===== config.mk =====
export PLATFORM = sky130hd
export DESIGN_NAME = jtag_tap_controller
export DESIGN_NICKNAME = d
export VERILOG_FILES = /design/src/rtl/jtag_types_pkg.sv /design/src/rtl/tap_fsm.sv /design/src/rtl/jtag_tap_controller.sv
export SDC_FILE = /design/constraint.sdc
export NUM_CORES = 1
export LEC_CHECK = 0
export CAP_MARGIN = 40
export CORE_AREA = 2 2 39 41
export CTS_BUF_LIST = sky130_fd_sc_hd__clkbuf_16
export DETAILED_ROUTE_END_ITERATION = 10
export DIE_AREA = 0 0 41 43
export GPL_TIMING_DRIVEN = 0
export PLACE_DENSITY = 0.78
export SYNTH_ARGS = -nofsm -noshare
export SYNTH_HDL_FRONTEND = slang
export SYNTH_HIERARCHICAL = 1
export SYNTH_SLANG_ARGS = --single-unit
export TNS_END_PERCENT = 5

===== constraint.sdc =====
create_clock -name TCK -period 3.9 [get_ports TCK]
set_input_delay 0.78 -clock TCK [delete_from_list [all_inputs] [get_ports TCK]]
set_output_delay 0.78 -clock TCK [all_outputs]
set_load 0.03 [all_outputs]

===== src/rtl/jtag_types_pkg.sv =====
// jtag_types_pkg
// Shared JTAG types for the TAP controller slice.
//   tap_state_t   : 4-bit TAP state; the values are the IEEE 1149.1 Table 6-3
//                   encodings, so tap_state can be compared with other
//                   1149.1 tooling without any translation.
//   instruction_t : IR opcodes understood by the instruction decoder.
//   isShiftState  : true in SHIFT_DR or SHIFT_IR. These are the only states
//                   in which TDO carries scan data.
package jtag_types_pkg;

  typedef enum logic [3:0] {
    EXIT2_DR         = 4'h0,
    EXIT1_DR         = 4'h1,
    SHIFT_DR         = 4'h2,
    PAUSE_DR         = 4'h3,
    SELECT_IR        = 4'h4,
    UPDATE_DR        = 4'h5,
    CAPTURE_DR       = 4'h6,
    SELECT_DR        = 4'h7,
    EXIT2_IR         = 4'h8,
    EXIT1_IR         = 4'h9,
    SHIFT_IR         = 4'hA,
    PAUSE_IR         = 4'hB,
    RUN_TEST_IDLE    = 4'hC,
    UPDATE_IR        = 4'hD,
    CAPTURE_IR       = 4'hE,
    TEST_LOGIC_RESET = 4'hF
  } tap_state_t;

  // Opcodes. All-ones is BYPASS, as 1149.1 requires.
  typedef enum logic [3:0] {
    IR_EXTEST     = 4'h0,
    IR_SAMPLE     = 4'h1,
    IR_IDCODE     = 4'h2,
    IR_AHB_ACCESS = 4'h8,
    IR_BYPASS     = 4'hF
  } instruction_t;

  function automatic logic isShiftState(input tap_state_t s);
    return (s == SHIFT_DR) || (s == SHIFT_IR);
  endfunction

endpackage


===== src/rtl/tap_fsm.sv =====
// tap_fsm
// The 16-state IEEE 1149.1 TAP state register together with its next-state
// logic. It contains no output decode.
//   TCK       : test clock
//   TRST      : synchronous active-high reset to TEST_LOGIC_RESET. It
//               takes priority over TMS.
//   TMS       : test mode select, sampled on rising TCK
//   tap_state : current TAP state (registered)
module tap_fsm
  import jtag_types_pkg::*;
(
  input  logic       TCK,
  input  logic       TRST,
  input  logic       TMS,
  output tap_state_t tap_state
);

  tap_state_t r_state;

  // One transition per TCK. Each state has exactly two successors,
  // chosen by TMS.
  always_ff @(posedge TCK) begin
    if (TRST) begin
      r_state <= TEST_LOGIC_RESET;
    end else begin
      unique case (r_state)
        TEST_LOGIC_RESET: r_state <= TMS ? TEST_LOGIC_RESET : RUN_TEST_IDLE;
        RUN_TEST_IDLE:    r_state <= TMS ? SELECT_DR        : RUN_TEST_IDLE;
        SELECT_DR:        r_state <= TMS ? SELECT_IR        : CAPTURE_DR;
        CAPTURE_DR:       r_state <= TMS ? EXIT1_DR         : SHIFT_DR;
        SHIFT_DR:         r_state <= TMS ? EXIT1_DR         : SHIFT_DR;
        EXIT1_DR:         r_state <= TMS ? UPDATE_DR        : PAUSE_DR;
        PAUSE_DR:         r_state <= TMS ? EXIT2_DR         : PAUSE_DR;
        EXIT2_DR:         r_state <= TMS ? UPDATE_DR        : SHIFT_DR;
        UPDATE_DR:        r_state <= TMS ? SELECT_DR        : RUN_TEST_IDLE;
        SELECT_IR:        r_state <= TMS ? TEST_LOGIC_RESET : CAPTURE_IR;
        CAPTURE_IR:       r_state <= TMS ? EXIT1_IR         : SHIFT_IR;
        SHIFT_IR:         r_state <= TMS ? EXIT1_IR         : SHIFT_IR;
        EXIT1_IR:         r_state <= TMS ? UPDATE_IR        : PAUSE_IR;
        PAUSE_IR:         r_state <= TMS ? EXIT2_IR         : PAUSE_IR;
        EXIT2_IR:         r_state <= TMS ? UPDATE_IR        : SHIFT_IR;
        UPDATE_IR:        r_state <= TMS ? SELECT_DR        : RUN_TEST_IDLE;
        default:          r_state <= TEST_LOGIC_RESET;
      endcase
    end
  end

  assign tap_state = r_state;

endmodule


===== src/rtl/jtag_tap_controller.sv =====
// jtag_tap_controller
// Top of the TAP sequencer. It wraps tap_fsm and adds the following logic:
//   - Moore strobe decode for the IR and for the data registers.
//   - A one-hot DR enable with priority bypass > id > ahb > bsr. When no
//     select is asserted, bypass is enabled.
//   - The TDO source mux and the registered TDO / tdo_en outputs.
// Ports:
//   TCK, TRST, TMS                  clock, synchronous reset, mode select
//   *_select                        DR selects from the instruction decoder
//   ir_tdo, bsr_tdo, id_tdo,
//   bypass_tdo, ahb_tdo             serial outputs of the IR and DRs
//   tap_state, tlr_reset            current state / Test-Logic-Reset flag
//   capture/shift/update_ir|dr      scan strobes
//   bsr_en, id_en, bypass_en, ahb_en one-hot DR enable
//   TDO, tdo_en                     registered serial out and driver enable
module jtag_tap_controller
  import jtag_types_pkg::*;
(
  input  logic       TCK,
  input  logic       TRST,
  input  logic       TMS,
  input  logic       bsr_select,
  input  logic       id_select,
  input  logic       bypass_select,
  input  logic       ahb_select,
  input  logic       ir_tdo,
  input  logic       bsr_tdo,
  input  logic       id_tdo,
  input  logic       bypass_tdo,
  input  logic       ahb_tdo,
  output tap_state_t tap_state,
  output logic       tlr_reset,
  output logic       capture_ir,
  output logic       shift_ir,
  output logic       update_ir,
  output logic       capture_dr,
  output logic       shift_dr,
  output logic       update_dr,
  output logic       bsr_en,
  output logic       id_en,
  output logic       bypass_en,
  output logic       ahb_en,
  output logic       TDO,
  output logic       tdo_en
);

  tap_state_t w_state;
  logic       w_drTdo;
  logic       w_enterTlr;
  logic       r_tdo;
  logic       r_tdoEn;

  tap_fsm u_tapFsm (
    .TCK       (TCK),
    .TRST      (TRST),
    .TMS       (TMS),
    .tap_state (w_state)
  );

  assign tap_state = w_state;

  // The strobes are decoded from the state register alone. A TRST that
  // moves the state to TLR therefore drops every strobe in that same cycle.
  assign tlr_reset  = (w_state == TEST_LOGIC_RESET);
  assign capture_ir = (w_state == CAPTURE_IR);
  assign shift_ir   = (w_state == SHIFT_IR);
  assign update_ir  = (w_state == UPDATE_IR);
  assign capture_dr = (w_state == CAPTURE_DR);
  assign shift_dr   = (w_state == SHIFT_DR);
  assign update_dr  = (w_state == UPDATE_DR);

  // Priority encode of the DR selects. Bypass is enabled when nothing
  // else is selected, so exactly one enable is always high.
  always_comb begin
    bsr_en    = 1'b0;
    id_en     = 1'b0;
    bypass_en = 1'b0;
    ahb_en    = 1'b0;
    if (bypass_select || !(id_select || ahb_select || bsr_select)) begin
      bypass_en = 1'b1;
    end else if (id_select) begin
      id_en = 1'b1;
    end else if (ahb_select) begin
      ahb_en = 1'b1;
    end else begin
      bsr_en = 1'b1;
    end
  end

  always_comb begin
    w_drTdo = bsr_tdo;
    if (bypass_en) begin
      w_drTdo = bypass_tdo;
    end else if (id_en) begin
      w_drTdo = id_tdo;
    end else if (ahb_en) begin
      w_drTdo = ahb_tdo;
    end
  end

  // SELECT_IR with TMS=1 is the only path into TLR other than TRST.
  // Clearing TDO on that edge puts TDO at 0 as the state arrives in TLR.
  assign w_enterTlr = (w_state == SELECT_IR) && TMS;

  // TDO follows the shifted bit one cycle late and holds its value
  // outside the shift states. tdo_en marks the cycles in which TDO carries
  // scan data.
  always_ff @(posedge TCK) begin
    if (TRST) begin
      r_tdo   <= 1'b0;
      r_tdoEn <= 1'b0;
    end else begin
      r_tdoEn <= isShiftState(w_state);
      if ((w_state == TEST_LOGIC_RESET) || w_enterTlr) begin
        r_tdo <= 1'b0;
      end else if (w_state == SHIFT_IR) begin
        r_tdo <= ir_tdo;
      end else if (w_state == SHIFT_DR) begin
        r_tdo <= w_drTdo;
      end
    end
  end

  assign TDO    = r_tdo;
  assign tdo_en = r_tdoEn;

endmodule

# After elaboration in Yosys (flattened, before gate mapping)
# Cells that the tools add are included.
# word_totals
ff_bits	6
input_bits	12
output_inout_bits	17
wordCells	58
# classes
eq_ne	15
n_mux	27
n_reduce_logical	13
# op_table
cell	count
4-bit case mux with 12 select lines	1
4-bit == test, second input constant	8
4-bit by 3-bit == test with 1-bit output, second input constant	4
1-bit two-way mux	15
2-bit two-way mux	6
3-bit two-way mux	4
4-bit by 2-bit == test with 1-bit output, second input constant	2
2-bit OR reduction	3
1-bit logical OR	5
4-bit by 1-bit == test with 1-bit output, second input constant	1
4-bit zero test	1
4-bit two-way mux	1
3-bit OR reduction	1
2-bit nonzero test	1
1-bit logical AND	1
1-bit zero test	1

# Depth between registers and ports, before layout
# logic_depth
ltp_word	10
depth_mapped	4
mapped_depth_nobuf	4

# Hierarchy
# The synthesis kept the hierarchy.
# modules_own_cells
mod	n_inst	cells_per_inst	area_per_inst_um2	seq_area_each_um2
jtag_tap_controller	1	33	252.7	40.0
tap_fsm	1	22	190.2	80.1

# Least setup slack after synthesis
# No wires, ideal clock.
# synth_timing
path_type	input to output
startpoint	in ahb_select
endpoint	out bsr_en
arrival_time_ps	1880
t_required_ps	3120
slack_ps	1240
cell_stages	3
n_path_buf	0
cell_sequence	nor3_1 or2_1 nor3_1
# synth_via
elab_chain_len	5
word_cells_on_any_way	7
cone_classes	mux (3); reduce/logical (4)
# synth_rtl
element	line	rtl
start: declaration	jtag_tap_controller.sv:25	input logic ahb_select,
1-bit logical OR (2 in a row)	jtag_tap_controller.sv:79	if (bypass_select || !(id_select || ahb_select || bsr_select)) begin
1-bit zero test	jtag_tap_controller.sv:79	
1-bit logical OR	jtag_tap_controller.sv:79	
1-bit two-way mux *	jtag_tap_controller.sv:79	
end: declaration	jtag_tap_controller.sv:39	output logic bsr_en,
# Mark *: on every way between the ends. The rest lies on a longest branch, timed or not.

# Worst setup path after layout
# layout_timing
startpoint	in id_select
endpoint	out bsr_en
# layout_via
elab_chain_len	5
word_cells_on_any_way	6
cone_classes	mux (2); reduce/logical (4)
# layout_rtl
element	line	rtl
start: declaration	jtag_tap_controller.sv:23	input logic id_select,
1-bit logical OR (2 in a row)	jtag_tap_controller.sv:79	
1-bit zero test	jtag_tap_controller.sv:79	
1-bit logical OR	jtag_tap_controller.sv:79	
1-bit two-way mux *	jtag_tap_controller.sv:79	
# Marks and branches as above.

==> results by group <==
Outcome
  – Outcome: complete, no violations

Global route
  – Initial antenna violation count: 0
  – Total track usage: 16.7%
  – Grt total ovfl: 0
  – Largest net degree at the start of global routing: 15
  – First-pass GRT wire length: 1900 µm
  – Vias in the first global route: 418

Floorplan
  – # rows: 14
  – Total die area: 1760 µm²
  – Core area: 1380 µm²
  – Die X: 41 µm
  – I/O Pins: 29
  – Die Y: 43 µm
  – Initial core utilization: 32.0%

Run
  – Max-Cap Viols: 0

Placed design
  – Port Buffer Count: 28
  – Dpl hpwl: 919 µm
  – Dpl cell area: 743 µm²
  – Gp weighted congestion: 0.692

CTS
  – Depth of the CTS H-tree: 1
  – Clock Latency Late Sink: 0.23 ns
  – CTS root buffer: clkbuf_16
  – CTS Buf Count: 3
  – Max Root-Sink Buffers: 2
  – Postcts setup bufs: 0
  – Post_cts resized: 0
  – CTS tree: built
  – Clock Sinks: 6
  – Hold Buf Count CTS: 0
  – Clk pin slew, worst setup/hold paths: 0.03 ns

Route
  – Routed WL: 1330 µm
  – Via count: 529
  – First-pass DRT Iterations: 4
  – Detail Route Antenna Nets: 0
  – Vias per inst: 5.19
  – Avg WL per Cell: 13.0 µm
  – Initial drt markers: 13
  – DRC violations left: 0

Finish
  – Share of cells above drive strength 1: 9.30%
  – Register area: 120 µm²
  – NumNets Final: 100
  – Footprint of the multi-input gates: 315 µm²
  – Most common cell after layout, fill and taps aside: clkdlybuf4s50_1
  – Layout fillers: 132
  – Area Growth Syn to Fin: 84.7%
  – Most frequent cells in the layout: 28 x clkdlybuf4s50_1, 9 x nor2_1, 6 x dfxtp_1
  – N_diodes: 0
  – Finished Cell Area: 818 µm²

Pwr
  – PwrDens: 457 nW/µm²
  – Max VDD drop: 298 µV
  – LEAKAGE: 0.000311 µW

STA
  – Tmin final: 3.32 ns
  – Setup TNS: 0 ns
  – Worst-Margin Slew: 0.420 ns
  – Post-Route Skew: 0.000549 ns
  – Slew headroom: 71.9%
  – Final hold vios: 0
  – Period utilisation layout: 85.2%
  – Max-slew violation count: 0
  – Fmax: 301 MHz
  – Final setup fails: 0
  – RSZ-0062 raised after global routing: no

Logic synthesis
  – Register bit count reported by yosys: 6
  – Proportion of netlist area held by the largest area contributor: 27.1%
  – Post-synth top area cell: dfxtp_1
  – Number of synthesis warnings: 6
  – Cell variety after synth: 28
  – Post-Syn Area: 443 µm²
  – Synth Area per Inst: 8.05 µm²
  – Mapped Nets: 67
  – Synth top area cells: dfxtp_1 27%, nor2_1 7.6%, a2111oi_4 6.2%, nor3b_1 5.1%, nand2b_1 4.2%
  – Synth Instances: 55
  – Seq/Total Area, Yosys: 27.1%

Critical path
  – Cells on worst reg2reg path: 4
  – Crit path max fanout: 6
  – CP Launch Type: primary input
  – Reg2reg end: TDO
  – Critical R2R Launch: u_tapFsm/tap_state[1]
  – FF-to-FF setup slack: 2.18 ns
  – CP Capture Type: primary output
  – Critical Path RT: 3.12 ns
  – Critical Path AT: 2.54 ns
  – Crit Path Category: in2out

Worst hold path
  – Hold Path End: TDO
  – Worst hold path startpoint: TDO
  – Hold path depth: 3
  – Hold WC Path Type: reg2reg
## kinds of logic after synthesis
logic type | after synthesis | synth area share [%]
buf+inv | 2 | 1.70
flops | 6 | 27.1
simple gates | 33 | 41.2
compound gates | 14 | 29.9
## stage by stage
stage	worst slack, ns	hold WS (ns)	utilization (%)	total power (µW)	cells
after floorplan	1.24	0.735	-	155	55
after global placement	0.594	0.659	53.7	206	99
after detailed placement	0.569	0.668	53.7	207	99
after CTS	0.563	0.673	59.1	379	102
after global routing	0.503	0.688	59.1	395	102
final	0.576	0.666	59.1	374	102
## state kept, by name, summed over array words and instances, names as in the netlist
register	cells
TDO	1
u_tapFsm/tap_state	4
tdo_en	1
## routing by layer
layer | part of all wire, % | global-route usage, % | vias up
met2 | 45 | 22.8 | 28
met3 | 10 | 6.81 | 2
met4 | 0.60 | 12.0 | 0
met5 | 0 | 0 | -
met1 | 44 | 20.0 | 233
li1 | - | - | 266
## worst max-delay path by stage
stage          slack (ns)  endpoint        from
2_1_floorplan        1.24    bsr_en  ahb_select
3_3_place_gp         0.59    bsr_en   id_select
5_1_grt              0.50    bsr_en   id_select
4_1_cts              0.56    bsr_en   id_select
6_report             0.58    bsr_en   id_select
3_5_place_dp         0.57    bsr_en   id_select
## where the power goes
| group | internal [µW] | total, µW | switching, µW |
|---|---|---|---|
| clock network | 132 | 166 | 34.3 |
| logic | 59.1 | 121 | 61.6 |
| registers | 68.1 | 87.3 | 19.2 |
| total | 259 | 374 | 115 |
## worst max-delay path, stage by stage
cell and delay (ns):
clkdlybuf4s50_1 0.57, nor3_1 0.07, or2_1 0.26, nor3_1 0.16
clkdlybuf4s50_1 0.70
## cell type report
class                   instances  area share [%]
multi-input cells              47            38.5
repair buffers                 28            34.3
flip-flops and latches          6            14.7
clock buffers                   3            9.17
well taps                      16            2.45
inverters                       2           0.917
## synth_stat cells
master	instances
or2_1	1
a2111oi_1	1
a31o_2	1
nand3b_1	1
and2_1	2
nor3b_1	3
o21ai_1	1
or2b_1	1
nand2b_1	3
dfxtp_1	6
a221oi_2	1
or2_2	1
nor3_1	3
a2111oi_4	1
a21boi_0	1
nor4b_1	1
inv_1	2
nor2b_1	1
a311o_1	1
a221o_1	1
a21oi_1	3
a2bb2oi_1	1
nor2_1	9
nand3_1	1
and2_4	1
o211ai_1	2
nand2_1	4
or3b_1	1
Note: power is estimated with default switching activity, not from simulation.
==> RTL change 1, RTL diff (same flow settings) <==
Remove the register `r_tdoEn`: a continuous assignment takes its place, so the output `tdo_en` follows one clock earlier.
--- a/src/rtl/jtag_tap_controller.sv
+++ b/src/rtl/jtag_tap_controller.sv
@@ -109,7 +109,5 @@
     if (TRST) begin
       r_tdo   <= 1'b0;
-      r_tdoEn <= 1'b0;
     end else begin
-      r_tdoEn <= isShiftState(w_state);
       if ((w_state == TEST_LOGIC_RESET) || w_enterTlr) begin
         r_tdo <= 1'b0;
@@ -122,4 +120,6 @@
   end
 
+  assign r_tdoEn = isShiftState(w_state);
+
   assign TDO    = r_tdo;
   assign tdo_en = r_tdoEn;
Check against the original RTL: not equivalent (a bounded check fails within 10 cycles, from zero or initial values and one cycle with TRST high).
==> RTL change 1 against the unedited design <==
Utilization down 2.7 points; non-clock buffer count stayed put; setup slack improved by 67 ps; synthesized area is 9.3% lower; power is 3.3% lower; clock skew barely moved; cell area down 4.6%; routed wire length decreased by 14%; largest cell class unchanged; hold slack got worse by 58 ps; register-to-register slack better by 190 ps; sequential cell count down 1.
==> RTL change 1: results (changes against the unedited design) <==
qor: placed_design.hpwl 819 um [-11%]
qor: global_route.globalRouteMet1Util 16.5% [-3.5 points]
qor: sta.layout_worst_path_cycle_share 83.5% [-1.7 points]
qor: run_status.run_status finished, final reports clean
qor: clock_tree.cts-root-buf sky130_fd_sc_hd__clkbuf_16
qor: sta.skew 0.381 ps [-0.169 ps]
qor: global_route.grt_usage 14.0% [-2.7 points]
qor: layout.final-instance-count-excl-fill 101 [-0.98%]
qor: placed_design.placed_cell_area 702 um^2 [-5.6%]
qor: logic_synthesis.yosysSeqAreaShare 24.9% [-2.2 points]
qor: placed_design.gpl.final_weighted_congestion 0.680 [-1.8%]
qor: route.detail_route.iter0.violations 7 [-6]
qor: route.wl_met3 170 um [+23%]
qor: route.wirelength 1150 um [-14%]
qor: route.routed-wl-met2 475 um [-20%]
qor: critical_path.r2r_slack 2370 ps [+190 ps]
qor: global_route.grt_first_pass_wirelength 1680 um [-12%]
qor: route.route.top_layer_used met3
qor: logic_synthesis.synth_common_cells sky130_fd_sc_hd__nor2_1 (7), sky130_fd_sc_hd__dfxtp_1 (5), sky130_fd_sc_hd__nand2_1 (4), sky130_fd_sc_hd__nor3_1 (4)
qor: critical_path.cp.arrival 2480 ps [-60 ps]
qor: layout.post_route_cells_drive_above_1_share 9.41% [+0.11 points]
qor: global_route.globalRouteMet3Util 6.28% [-0.52 points]
qor: power.vdd.ir_drop.worst 259 uV [-13%]
qor: sta.tightestPinTransition 478 ps [+57.3 ps]
qor: logic_synthesis.synth_fp_nets 65 [-3.0%]
qor: route.route.detailed.vias_per_inst 5.07 [-2.3%]
qor: placed_design.place.detailed.instances 97 [-2.0%]
qor: sta.whs 608 ps [-57.9 ps]
qor: logic_synthesis.synth-compound-area-share 27.4% [-2.5 points]
qor: clock_tree.cts_hold_repair_buffers 0 [unchanged]
qor: route.routedLengthMet1 499 um [-15%]
qor: logic_synthesis.yosys-top-cells-area sky130_fd_sc_hd__dfxtp_1 (25%), sky130_fd_sc_hd__nor2_1 (6.5%), sky130_fd_sc_hd__a311o_1 (5.0%)
qor: clock_tree.h-tree-depth 1 [unchanged]
qor: power.total_leakage_power 0.000304 uW [-2.2%]
qor: layout.num-nets-final 98 [-2.0%]
RTL change 1: cell types whose count changed after synthesis, sizes merged:
cell,delta
a211oi,+1
and2,-1
a311o,+1
nor3,+1
or3b,-1
dfxtp,-1
inv,+1
nor2b,+1
or2b,-1
nor2,-1
a2111oi,-1
a21oi,-1
RTL change 1: final cells by class:
| type | instances | area [um^2] |
|---|---|---|
| Multi-Input combinational cell | 45 | 290 |
| Clock inverter | 1 | 3.75 |
| Tap cell | 16 | 20.0 |
| Inverter | 3 | 11.3 |
| Fill cell | 144 | 603 |
| Timing Repair Buffer | 28 | 280 |
| Clock buffer | 3 | 75.1 |
| Sequential cell | 5 | 100 |
RTL change 1: kinds of logic after synthesis:
group,Yosys count
AOI/OAI and AO/OA,14
buffers and inverters,3
and+or+nand+nor,31
DFF,5
RTL change 1: power by group:
part	total, uW	switching (uW)	leakage, uW	internal [uW]
Sequential	77.4	19.8	0.0000414	57.6
Clock	167	33.9	0.0000423	133
Combinational	117	59.4	0.000220	58.0
==> RTL change 2, RTL diff (same settings) <==
Made on the original files. Register the outputs `capture_ir`, `shift_ir`, `update_ir`, `capture_dr`, `shift_dr` and `update_dr`, cleared by the reset; this adds one clock of latency there. The other outputs are not delayed to match.
--- a/src/rtl/jtag_tap_controller.sv
+++ b/src/rtl/jtag_tap_controller.sv
@@ -63,10 +63,21 @@
   // moves the state to TLR therefore drops every strobe in that same cycle.
   assign tlr_reset  = (w_state == TEST_LOGIC_RESET);
-  assign capture_ir = (w_state == CAPTURE_IR);
-  assign shift_ir   = (w_state == SHIFT_IR);
-  assign update_ir  = (w_state == UPDATE_IR);
-  assign capture_dr = (w_state == CAPTURE_DR);
-  assign shift_dr   = (w_state == SHIFT_DR);
-  assign update_dr  = (w_state == UPDATE_DR);
+  always_ff @(posedge TCK) begin
+    if (TRST) begin
+      capture_ir <= '0;
+      shift_ir   <= '0;
+      update_ir  <= '0;
+      capture_dr <= '0;
+      shift_dr   <= '0;
+      update_dr  <= '0;
+    end else begin
+      capture_ir <= (w_state == CAPTURE_IR);
+      shift_ir   <= (w_state == SHIFT_IR);
+      update_ir  <= (w_state == UPDATE_IR);
+      capture_dr <= (w_state == CAPTURE_DR);
+      shift_dr   <= (w_state == SHIFT_DR);
+      update_dr  <= (w_state == UPDATE_DR);
+    end
+  end
 
   // Priority encode of the DR selects. Bypass is enabled when nothing
Formal check against the unedited RTL: not equivalent (Yosys sat finds a counterexample within 4 cycles, from zero or initial values and one cycle with TRST high).
==> RTL change 2 against the unedited design <==
Highest routed layer unchanged; setup slack improved by 140 ps; combinational power fell by 5%; power up 19%; synthesized cell count is 15% higher; cell area rose by 12%; routed wire length rose by 0.75%; synthesized area rose by 22%; sequential cell count is 6 higher.
==> RTL change 2: results (changes against the unedited design) <==
qor: critical_path.cp.arrival 2400 ps [-140 ps]
qor: layout.largest_register_ffs 4 [unchanged]
qor: logic_synthesis.synth.distinct_cells 27 [-3.6%]
qor: critical_path.worst_path_max_delay_cell sky130_fd_sc_hd__clkdlybuf4s50_1
qor: power.power_switching_share 28.5% [-2.3 points]
qor: power.total_leakage_power 0.000356 uW [+15%]
qor: critical_path.r2r_slack 2460 ps [+280 ps]
qor: sta.whs 589 ps [-76.7 ps]
qor: logic_synthesis.synth_common_cells sky130_fd_sc_hd__dfxtp_1 (12), sky130_fd_sc_hd__inv_1 (5), sky130_fd_sc_hd__nor3_1 (5)
qor: route.detail_route.iter0.violations 15 [+2]
qor: layout.post_route_cells_drive_above_1_share 5.26% [-4.0 points]
qor: critical_path.worst-r2r-cell-count 5 [+1]
qor: layout.num-nets-final 108 [+8.0%]
qor: placed_design.hpwl 994 um [+8.1%]
qor: global_route.pin_count_of_the_biggest_net_entering_global_routing 13 [-2]
qor: sta.layout_worst_path_cycle_share 81.5% [-3.7 points]
qor: critical_path.worst-path-max-fanout 5 [-1]
qor: layout.antennaDiodeCount 0 [unchanged]
qor: layout.fillerInstances 124 [-6.1%]
qor: min_path.hold_path_class register to register
qor: critical_path.r2r_start u_tapFsm/tap_state[2]
qor: sta.slew_headroom 75.4% [+3.4 points]
qor: placed_design.gpl.final_weighted_congestion 0.818 [+18%]
qor: critical_path.worst_r2r_endpoint TDO
qor: clock_tree.path_clk_slew 40 ps
qor: route.drt-wirelength-per-cell 12.1 um [-7.4%]
qor: global_route.grt_first_pass_wirelength 2210 um [+16%]
qor: logic_synthesis.synth_fp_nets 75 [+12%]
qor: global_route.first_global_vias 534 [+28%]
qor: critical_path.cp_max_stage_delay 740 ps [+40 ps]
qor: clock_tree.worstSkewPairLatency 230 ps [about the same]
qor: sta.skew 0.917 ps [+0.368 ps]
qor: logic_synthesis.yosys-top-cells-area sky130_fd_sc_hd__dfxtp_1 (44%), sky130_fd_sc_hd__nor3_1 (4.6%), sky130_fd_sc_hd__nor4_1 (4.6%)
qor: global_route.grt_usage 17.8% [+1.1 points]
qor: run_status.run_status finished, final reports clean
qor: logic_synthesis.yosysSeqAreaShare 44.4% [+17 points]
qor: placed_design.pre_cts_ws 726 ps [+157 ps]
qor: power.vdd.ir_drop.worst 182 uV [-39%]
[RTL change 2: cell types whose count changed after synthesis, moves of 2 or more]
cell	change
sky130_fd_sc_hd__clkbuf_1	+2
sky130_fd_sc_hd__nor3_1	+2
sky130_fd_sc_hd__nor4_1	+4
sky130_fd_sc_hd__nor2_1	-6
sky130_fd_sc_hd__nand2b_1	-2
sky130_fd_sc_hd__inv_1	+3
sky130_fd_sc_hd__dfxtp_1	+6
sky130_fd_sc_hd__nand3_1	+3
sky130_fd_sc_hd__nor2b_1	+2
[RTL change 2: cell families after synthesis]
| family | share of synthesized area, % |
|---|---|
| flip-flops | 44.4 |
| AO/OA/AOI/OAI | 21.8 |
| AND/OR/NAND/NOR | 28.9 |
| buffers and inverters | 4.86 |
[RTL change 2: layer usage]
layer  part of all wire (%)  vias to the layer above  track usage, %
met5                      0                        -               0
met4                    1.0                        0            8.00
met3                    8.1                        2            1.57
met2                     51                       34            30.0
met1                     39                      267            21.2
li1                       -                      298               -
[RTL change 2: how the worst max path moves through the flow]
stage	startpoint	to
after floorplan	ahb_select	bsr_en
after global placement	ahb_select	bypass_en
after detailed placement	ahb_select	bypass_en
after CTS	ahb_select	bypass_en
after global routing	ahb_select	bypass_en
final	ahb_select	bypass_en
[RTL change 2: power by group through the flow]
| stage | sequential, uW | clock (uW) | combinational (uW) |
|---|---|---|---|
| floorplan | 163 | 0 | 50.4 |
| global placement | 148 | 0 | 113 |
| detailed placement | 149 | 0 | 115 |
| CTS | 147 | 187 | 115 |
| global route | 148 | 193 | 124 |
| finish | 147 | 183 | 115 |
[RTL change 2: per-stage QoR]
| step | utilization [%] | cells | power, uW | instance area [um^2] |
|---|---|---|---|---|
| 3_3_place_gp | 60.8 | 107 | 262 | 841 |
| 6_report | 66.5 | 111 | 445 | 920 |
| 3_5_place_dp | 60.8 | 107 | 263 | 841 |
| 2_1_floorplan | - | 63 | 214 | 541 |
| 5_1_grt | 66.5 | 111 | 465 | 920 |
| 4_1_cts | 66.5 | 111 | 449 | 920 |
[RTL change 2: area by class of cell]
class / count / area (um^2) / area share (%)
repair buffers: 28 / 280 / 30.5
multi-input cells: 44 / 274 / 29.8
flip-flops and latches: 12 / 240 / 26.1
clock buffers: 3 / 75.1 / 8.16
well taps: 16 / 20.0 / 2.18
inverters: 5 / 18.8 / 2.04
plain buffers: 2 / 7.51 / 0.816
clock inverters: 1 / 3.75 / 0.408
[RTL change 2: worst min-delay path: stages (launching register included)]
cell and delay [ps]:
sky130_fd_sc_hd__dfxtp_1 320, sky130_fd_sc_hd__nand3_1 70, sky130_fd_sc_hd__a211o_1 120, sky130_fd_sc_hd__a31oi_1 40
